[src/rtl/ram_access_ctrl.sv]
// ram_access_ctrl: valid/ready front end for a single-port synchronous RAM.
// Turns one request at a time into RAM write/read cycles, returns read data
// on a response channel, and optionally clears the RAM after reset.
// Every output comes straight from a flop; the next-cycle output values are
// computed together with the next state, so there is no input-to-output path.
`timescale 1ns/1ps

module ram_access_ctrl #(
    parameter int unsigned           ADDR_WIDTH = 4,
    parameter int unsigned           DATA_WIDTH = 8,
    parameter int unsigned           DEPTH      = 16,
    parameter bit                    INIT_EN    = 1'b1,
    parameter logic [DATA_WIDTH-1:0] INIT_VALUE = '0
) (
    input  logic                  clk,
    input  logic                  rst_n,
    input  logic                  req_valid,
    output logic                  req_ready,
    input  logic                  req_we,
    input  logic [ADDR_WIDTH-1:0] req_addr,
    input  logic [DATA_WIDTH-1:0] req_wdata,
    output logic                  rsp_valid,
    input  logic                  rsp_ready,
    output logic [DATA_WIDTH-1:0] rsp_rdata,
    output logic                  rsp_err,
    output logic                  init_done,
    output logic                  ram_we,
    output logic [ADDR_WIDTH-1:0] ram_addr,
    output logic [DATA_WIDTH-1:0] ram_din,
    input  logic [DATA_WIDTH-1:0] ram_dout
);

    typedef enum logic [2:0] {
        ST_INIT,
        ST_IDLE,
        ST_ISSUE,
        ST_CAPTURE,
        ST_RESP
    } state_t;

    // One extra counter bit so the clear sweep can count up to DEPTH itself.
    localparam int unsigned CNT_W = ADDR_WIDTH + 1;
    localparam logic [CNT_W-1:0] DEPTH_C = CNT_W'(DEPTH);
    localparam state_t RESET_STATE = INIT_EN ? ST_INIT : ST_IDLE;

    state_t                  state_q,     state_d;
    logic [CNT_W-1:0]        cnt_q,       cnt_d;
    logic                    we_q,        we_d;
    logic                    in_range_q,  in_range_d;
    logic                    req_ready_q, req_ready_d;
    logic                    rsp_valid_q, rsp_valid_d;
    logic [DATA_WIDTH-1:0]   rsp_rdata_q, rsp_rdata_d;
    logic                    rsp_err_q,   rsp_err_d;
    logic                    init_done_q, init_done_d;
    logic                    ram_we_q,    ram_we_d;
    logic [ADDR_WIDTH-1:0]   ram_addr_q,  ram_addr_d;
    logic [DATA_WIDTH-1:0]   ram_din_q,   ram_din_d;

    logic req_accept;
    logic addr_ok;

    // Handshake and range decode for the request presented this cycle.
    assign req_accept = req_valid & req_ready_q;
    assign addr_ok    = {1'b0, req_addr} < DEPTH_C;

    // Next-state and next-output logic for the controller FSM.
    always_comb begin
        // NOTE: every variable gets its hold value first so no path leaves it unassigned (no latch).
        state_d     = state_q;
        cnt_d       = cnt_q;
        we_d        = we_q;
        in_range_d  = in_range_q;
        req_ready_d = 1'b0;
        rsp_valid_d = rsp_valid_q;
        rsp_rdata_d = rsp_rdata_q;
        rsp_err_d   = rsp_err_q;
        init_done_d = init_done_q;
        ram_we_d    = 1'b0;
        ram_addr_d  = ram_addr_q;
        ram_din_d   = ram_din_q;

        case (state_q)
            ST_INIT: begin
                if (cnt_q == DEPTH_C) begin
                    state_d     = ST_IDLE;
                    init_done_d = 1'b1;
                    req_ready_d = 1'b1;
                end else begin
                    ram_we_d   = 1'b1;
                    ram_addr_d = cnt_q[ADDR_WIDTH-1:0];
                    ram_din_d  = INIT_VALUE;
                    cnt_d      = cnt_q + CNT_W'(1);
                end
            end
            ST_IDLE: begin
                init_done_d = 1'b1;
                req_ready_d = 1'b1;
                if (req_accept) begin
                    state_d     = ST_ISSUE;
                    req_ready_d = 1'b0;
                    we_d        = req_we;
                    in_range_d  = addr_ok;
                    // Out-of-range requests never touch the RAM pins.
                    if (addr_ok) begin
                        ram_we_d   = req_we;
                        ram_addr_d = req_addr;
                        if (req_we) begin
                            ram_din_d = req_wdata;
                        end
                    end
                end
            end
            ST_ISSUE: begin
                if (we_q) begin
                    // Writes are posted; out-of-range writes are dropped silently.
                    state_d     = ST_IDLE;
                    req_ready_d = 1'b1;
                end else if (in_range_q) begin
                    state_d = ST_CAPTURE;
                end else begin
                    state_d     = ST_RESP;
                    rsp_valid_d = 1'b1;
                    rsp_err_d   = 1'b1;
                    rsp_rdata_d = '0;
                end
            end
            ST_CAPTURE: begin
                state_d     = ST_RESP;
                rsp_valid_d = 1'b1;
                rsp_err_d   = 1'b0;
                rsp_rdata_d = ram_dout;
            end
            ST_RESP: begin
                if (rsp_ready) begin
                    state_d     = ST_IDLE;
                    rsp_valid_d = 1'b0;
                    req_ready_d = 1'b1;
                end
            end
            default: begin
                state_d = RESET_STATE;
            end
        endcase
    end

    // State and output registers; reset clears everything and restarts INIT.
    always_ff @(posedge clk or negedge rst_n) begin
        if (!rst_n) begin
            state_q     <= RESET_STATE;
            cnt_q       <= '0;
            we_q        <= 1'b0;
            in_range_q  <= 1'b0;
            req_ready_q <= 1'b0;
            rsp_valid_q <= 1'b0;
            rsp_rdata_q <= '0;
            rsp_err_q   <= 1'b0;
            init_done_q <= 1'b0;
            ram_we_q    <= 1'b0;
            ram_addr_q  <= '0;
            ram_din_q   <= '0;
        end else begin
            // NOTE: non-blocking assignments so every flop samples pre-edge values.
            state_q     <= state_d;
            cnt_q       <= cnt_d;
            we_q        <= we_d;
            in_range_q  <= in_range_d;
            req_ready_q <= req_ready_d;
            rsp_valid_q <= rsp_valid_d;
            rsp_rdata_q <= rsp_rdata_d;
            rsp_err_q   <= rsp_err_d;
            init_done_q <= init_done_d;
            ram_we_q    <= ram_we_d;
            ram_addr_q  <= ram_addr_d;
            ram_din_q   <= ram_din_d;
        end
    end

    assign req_ready = req_ready_q;
    assign rsp_valid = rsp_valid_q;
    assign rsp_rdata = rsp_rdata_q;
    assign rsp_err   = rsp_err_q;
    assign init_done = init_done_q;
    assign ram_we    = ram_we_q;
    assign ram_addr  = ram_addr_q;
    assign ram_din   = ram_din_q;

endmodule

[config.mk]
export PLATFORM = sky130hd
export DESIGN_NAME = ram_access_ctrl
export DESIGN_NICKNAME = d
export VERILOG_FILES = /design/src/rtl/ram_access_ctrl.sv
export SDC_FILE = /design/constraint.sdc
export NUM_CORES = 1
export LEC_CHECK = 0
export BUFFER_PORTS_ARGS = -buffer_cell sky130_fd_sc_hd__buf_2
export CORE_ASPECT_RATIO = 1.25
export CORE_MARGIN = 2
export CORE_UTILIZATION = 45
export CTS_BUF_LIST = sky130_fd_sc_hd__clkbuf_4
export DETAILED_ROUTE_END_ITERATION = 8
export GPL_TIMING_DRIVEN = 0
export PLACE_DENSITY = 0.67
export SKIP_LAST_GASP = 1
export SLEW_MARGIN = 10
export SYNTH_ARGS = -nofsm -noshare
export SYNTH_HDL_FRONTEND = slang
export SYNTH_SLANG_ARGS = --single-unit
[constraint.sdc]
create_clock -name clk -period 2.38 [get_ports clk]
set_clock_uncertainty 0.05 [all_clocks]
set_input_delay 0.714 -clock clk [delete_from_list [all_inputs] [get_ports clk]]
set_output_delay 0.714 -clock clk [all_outputs]
set_load 0.005 [all_outputs]
Word-level counts from Yosys, hierarchy flattened --
Cells that the tools add are included. Widths: inputs -> output; s select.
Word-level totals: ROM bits 0, register bits after elaboration 35, memories 0, bits in latches 0, output and inout bits 25, RAM bits 0, word-level logic and storage cells 70
Operators by class: mux-type cells 31, $lt $le $gt $ge 0, $add $sub $neg 1, shift operators 0, equality and inequality tests 12, $mul 0, reductions and logical operators 12, div/mod/pow operators 0, bitwise operators 2
Operators with widths (count):
- $mux 8 | 5
- $pmux 8 s2 | 2
- $mux 3 | 5
- $pmux 3 s5 | 1
- $ne 2x2->1 const B | 7
- $mux 1 | 10
- $reduce_and 3->1 | 3
- $mux 4 | 2
- $pmux 4 s2 | 1
- $reduce_and 4->1 | 2
- $eq 3x2->1 const B | 2
- $pmux 1 s2 | 3
- $reduce_and 2->1 | 3
- $add 5x1->5 const B | 1
- $eq 5x5->1 const B | 1
- $pmux 1 s4 | 1
- $reduce_bool 2->1 | 2
- $eq 3x1->1 const B | 1
- $eq 3x3->1 const B | 1
- $logic_not 3->1 | 1
- $pmux 1 s3 | 1
- $reduce_bool 3->1 | 1
- $and 1x1->1 | 1
- $not 1->1 | 1

Logic depth before layout (Yosys ltp) --
depth in word-level cells 3, depth in mapped cells 5

Worst setup path after synthesis --
No wires, ideal clock.
path kind input port to flip-flop, start point in req_we, end point reg ram_din_q[0], in the netlist ram_din[0], required time 2186 ps, library setup time 144 ps, stages on the path 4, path slack 656 ps, path buffers 1, arrival 1530 ps, cells stage by stage nor2b_1 > clkbuf_1 > o2bb2ai_1 > o221ai_1
Between the ends: longest elaborated chain between the ends 2
Ends and longest elaborated chain:
- start, declared | line 19 | input logic req_we,
- $ne 2x2->1 (no source line)
- $reduce_and 4->1 (no source line)
- end signal, assigned | line 174 | ram_din_q <= ram_din_d;
- end, declared | line 57 | logic [DATA_WIDTH-1:0] ram_din_q, ram_din_d;
Every way passes these cells. A chain may end at the register's enable or synchronous reset.

Worst setup path in the final report --
start point reg cnt_q[0], end point reg ram_din_q[3], in the netlist ram_din[3]
Between the ends: longest elaborated chain between the ends 3
Ends and longest elaborated chain:
- start, declared | line 47 | logic [CNT_W-1:0] cnt_q, cnt_d;
- start signal, assigned | line 164 | cnt_q <= cnt_d;
- $eq 5x5->1 | line 84 | if (cnt_q == DEPTH_C) begin
- $ne 2x2->1 (no source line)
- $reduce_and 4->1 (no source line)
Every way passes these cells.

==> results by group <==
Yosys
  • Gate Count Post-Synth: between 100 and 150
  • Synth Area in XOR/XNOR: between 1.5 and 2%
  • Compound-Gate Fraction of Synth Area: 15.1%
  • Post-synth EDFFs: 0
  • Post-synth net total: 172
  • Syn_area_per_cell: between 10 and 15 um^2
  • Largest family of logic cells by synthesized area: simple AND/OR/NAND/NOR gates
  • Yosys warns: 0
  • Synth top area share: 53.2%
  • Top cells by area, synth: dfrtp_1 (53%), mux2_2 (6.8%), o221ai_1 (4.8%)
  • Cell taking the most area after synthesis: dfrtp_1
  • #FFs+latches synth: 35
  • Synth Area in Simple Gates: between 10% and 20%
  • Adder-Cell Fraction of Synth Area: 1.52%
  • Synth Flop Type: dfrtp_1
  • Mapped cell area: 1650 um^2
  • Seq/Total Area, Yosys: 53.2%
  • Mux share of post-synthesis cell area: 6.84%
  • Netlist cell types: 35
  • Synth async-reset ratio: 100%

Global route
  • GRT Overall Usage: roughly a fifth
  • Vias in the first global route: 1361
  • First-pass GRT wire length: around 6.1 mm
  • Initial antenna violation count: 0
  • Largest net degree at the start of global routing: 36
  • Gr ovfl total: 0

Worst setup path
  • CP Launch Point: cnt_q[0]
  • Crit-path max FO: 8
  • Crit path capture type: flop
  • RR Startpoint: cnt_q[0]
  • Flop2flop setup slack: 0.52 ns
  • Critical Path Source Type: flop
  • Critical R2R Capture: ram_din[3]
  • CP arrival: approximately 2 ns
  • CP required: approximately 2.5 ns
  • R2R depth: 5
  • Kind of critical path: reg2reg

Placement
  • Gpl congestion: around 0.80
  • DP HPWL: ~2.5 mm
  • Post-DP Area: between 1500 and 2000 um^2
  • Port bufs: 49

Finish
  • Antenna diode count: 0
  • Most common cell after layout, fill and taps aside: buf_2
  • Area delta synth->final: 20.7%
  • Final nets: about 230
  • Layout cell share with drive strength beyond 1: about two fifths
  • Most frequent cells in the layout: buf_2 (51), dfrtp_1 (35), nand2_1 (15), inv_1 (12), mux2_2 (10)
  • Fin area: approximately 2000 um^2

Timing
  • F_max: roughly 540 MHz
  • Post-Route Setup TNS: 0 ns
  • Slew Limit Fails: 0
  • Relative slew slack: between 40% and 50%
  • Unrepaired setup endpoints after global routing: no
  • Tcrit/Tclk final: between 70 and 80%
  • Tightest Pin Transition: between 0.7 and 0.8 ns
  • Tmin final: between 1.5 and 2 ns
  • Final Hold Fails: 0
  • # setup viols final: 0

Floorplanning
  • Number of cell rows: 24
  • Core Box Area: between 3000 and 4000 um^2
  • I/O pins: 50
  • Die Area: 4160 um^2
  • Chip width: between 50 and 60 um
  • Initial Util: a little under half
  • Die H: about 72 um

CTS
  • Post-CTS Hold Fix Bufs: 0
  • TritonCTS Buffers: 5
  • Clock Latency Late Sink: about 0.33 ns
  • Post_cts resized: 0
  • Register clock-pin slew on the reported worst setup and hold paths: 0.10 ns
  • Root buffer cell: clkbuf_4
  • Clock Sinks: 35
  • Max Root-Sink Buffers: 2
  • Setup bufs post-CTS: 0
  • CTS tree: done
  • H-Tree Depth: 2

Route
  • Post-route DRC violation count: 0
  • Final ANT Viol Nets: 0
  • Routed vias: 1289
  • Initial DRC Count: between 50 and 60
  • Via/cell ratio: about 5.4
  • Pre-antenna DRT Iters: 4
  • Final wirelength: between 3 and 4 mm
  • WL/cell: about 14 um

Worst hold path
  • Hold/Removal Path Class: in2async

Power
  • PwrDens: ~1100 nW/um^2
  • Worst vdd ir: approximately 0.58 mV
  • Leak Pwr: roughly 1 nW

Outcome
  • Status: finished clean

Flow run
  • Max_cap viols: 0
==> synthesized netlist by cell type (all sizes together), types with 3 or more instances <==
cell,number
buf,6
a22o,8
o221ai,9
dfrtp,35
nand2,15
nor2b,3
inv,12
xnor2,3
nand3,8
mux2,10
nor2,4
o21ai,7
==> cell type report <==
type	instances	area [um^2]
Buffer	8	47.5
Clock inverter	2	8.76
Inverter	12	45.0
Sequential cell	35	876
Tap cell	39	48.8
Clock buffer	5	37.5
Multi-Input combinational cell	90	677
Fill cell	327	1500
Timing Repair Buffer	49	245
==> worst max-delay path, cell delays in order (launching register included) <==
cell,delay [ns]
dfrtp_1,0.44
inv_1,0.07
ha_1,0.19
and4bb_4,0.24
o2bb2ai_1,0.52
o221ai_1,0.20
==> sequential cells by signal, indices dropped and copies added (netlist names) <==
name,flops
cnt_q,5
in_range_q,1
init_done,1
ram_addr,4
ram_din,8
ram_we,1
req_ready,1
rsp_err,1
rsp_rdata,8
rsp_valid,1
state_q,3
we_q,1
==> stage by stage <==
step | hold WS [ns] | total power, mW | worst slack (ns) | util (%) | instances
floorplan | 0.368 | 1.52 | 0.656 | - | 145
global placement | 0.397 | 1.80 | 0.338 | 55.7 | 233
detailed placement | 0.398 | 1.84 | 0.288 | 55.7 | 233
CTS | 0.415 | 2.13 | 0.505 | 57.0 | 240
global route | 0.439 | 2.29 | 0.331 | 57.0 | 240
finish | 0.387 | 2.10 | 0.523 | 57.0 | 240
==> cells by family (layout without fill, tap and decap cells) <==
group                      Yosys count  in the layout
AOI/OAI and AO/OA                   30             30
xor gates and xnor gates             3              3
adders and majority gates            2              2
buffers and inverters               20             76
DFF                                 35             35
muxes                               10             10
and+or+nand+nor                     45             45
==> report_power, final <==
| group | leakage [nW] | switching [mW] | internal (mW) |
|---|---|---|---|
| Combinational | 0.562 | 0.470 | 0.451 |
| Sequential | 0.406 | 0.109 | 0.781 |
| Clock | 0.0285 | 0.190 | 0.105 |
| Total | 0.997 | 0.768 | 1.34 |
==> worst max path at each step <==
stage,to,slack (ns),cells past startpoint
after floorplan,ram_din[0],0.66,4
after global placement,ram_din[3],0.34,5
after detailed placement,ram_din[3],0.29,5
after CTS,ram_din[3],0.51,5
after global routing,ram_din[3],0.33,5
final,ram_din[3],0.52,5
==> per-layer routing <==
metal	global-route usage (%)	part of all wire, %	routed length, um
met4	7.49	1.6	54
met2	30.7	49	1660
met3	5.96	7.3	249
met1	24.4	42	1440
met5	0	0	0
Power figures use the tool's default switching activity.
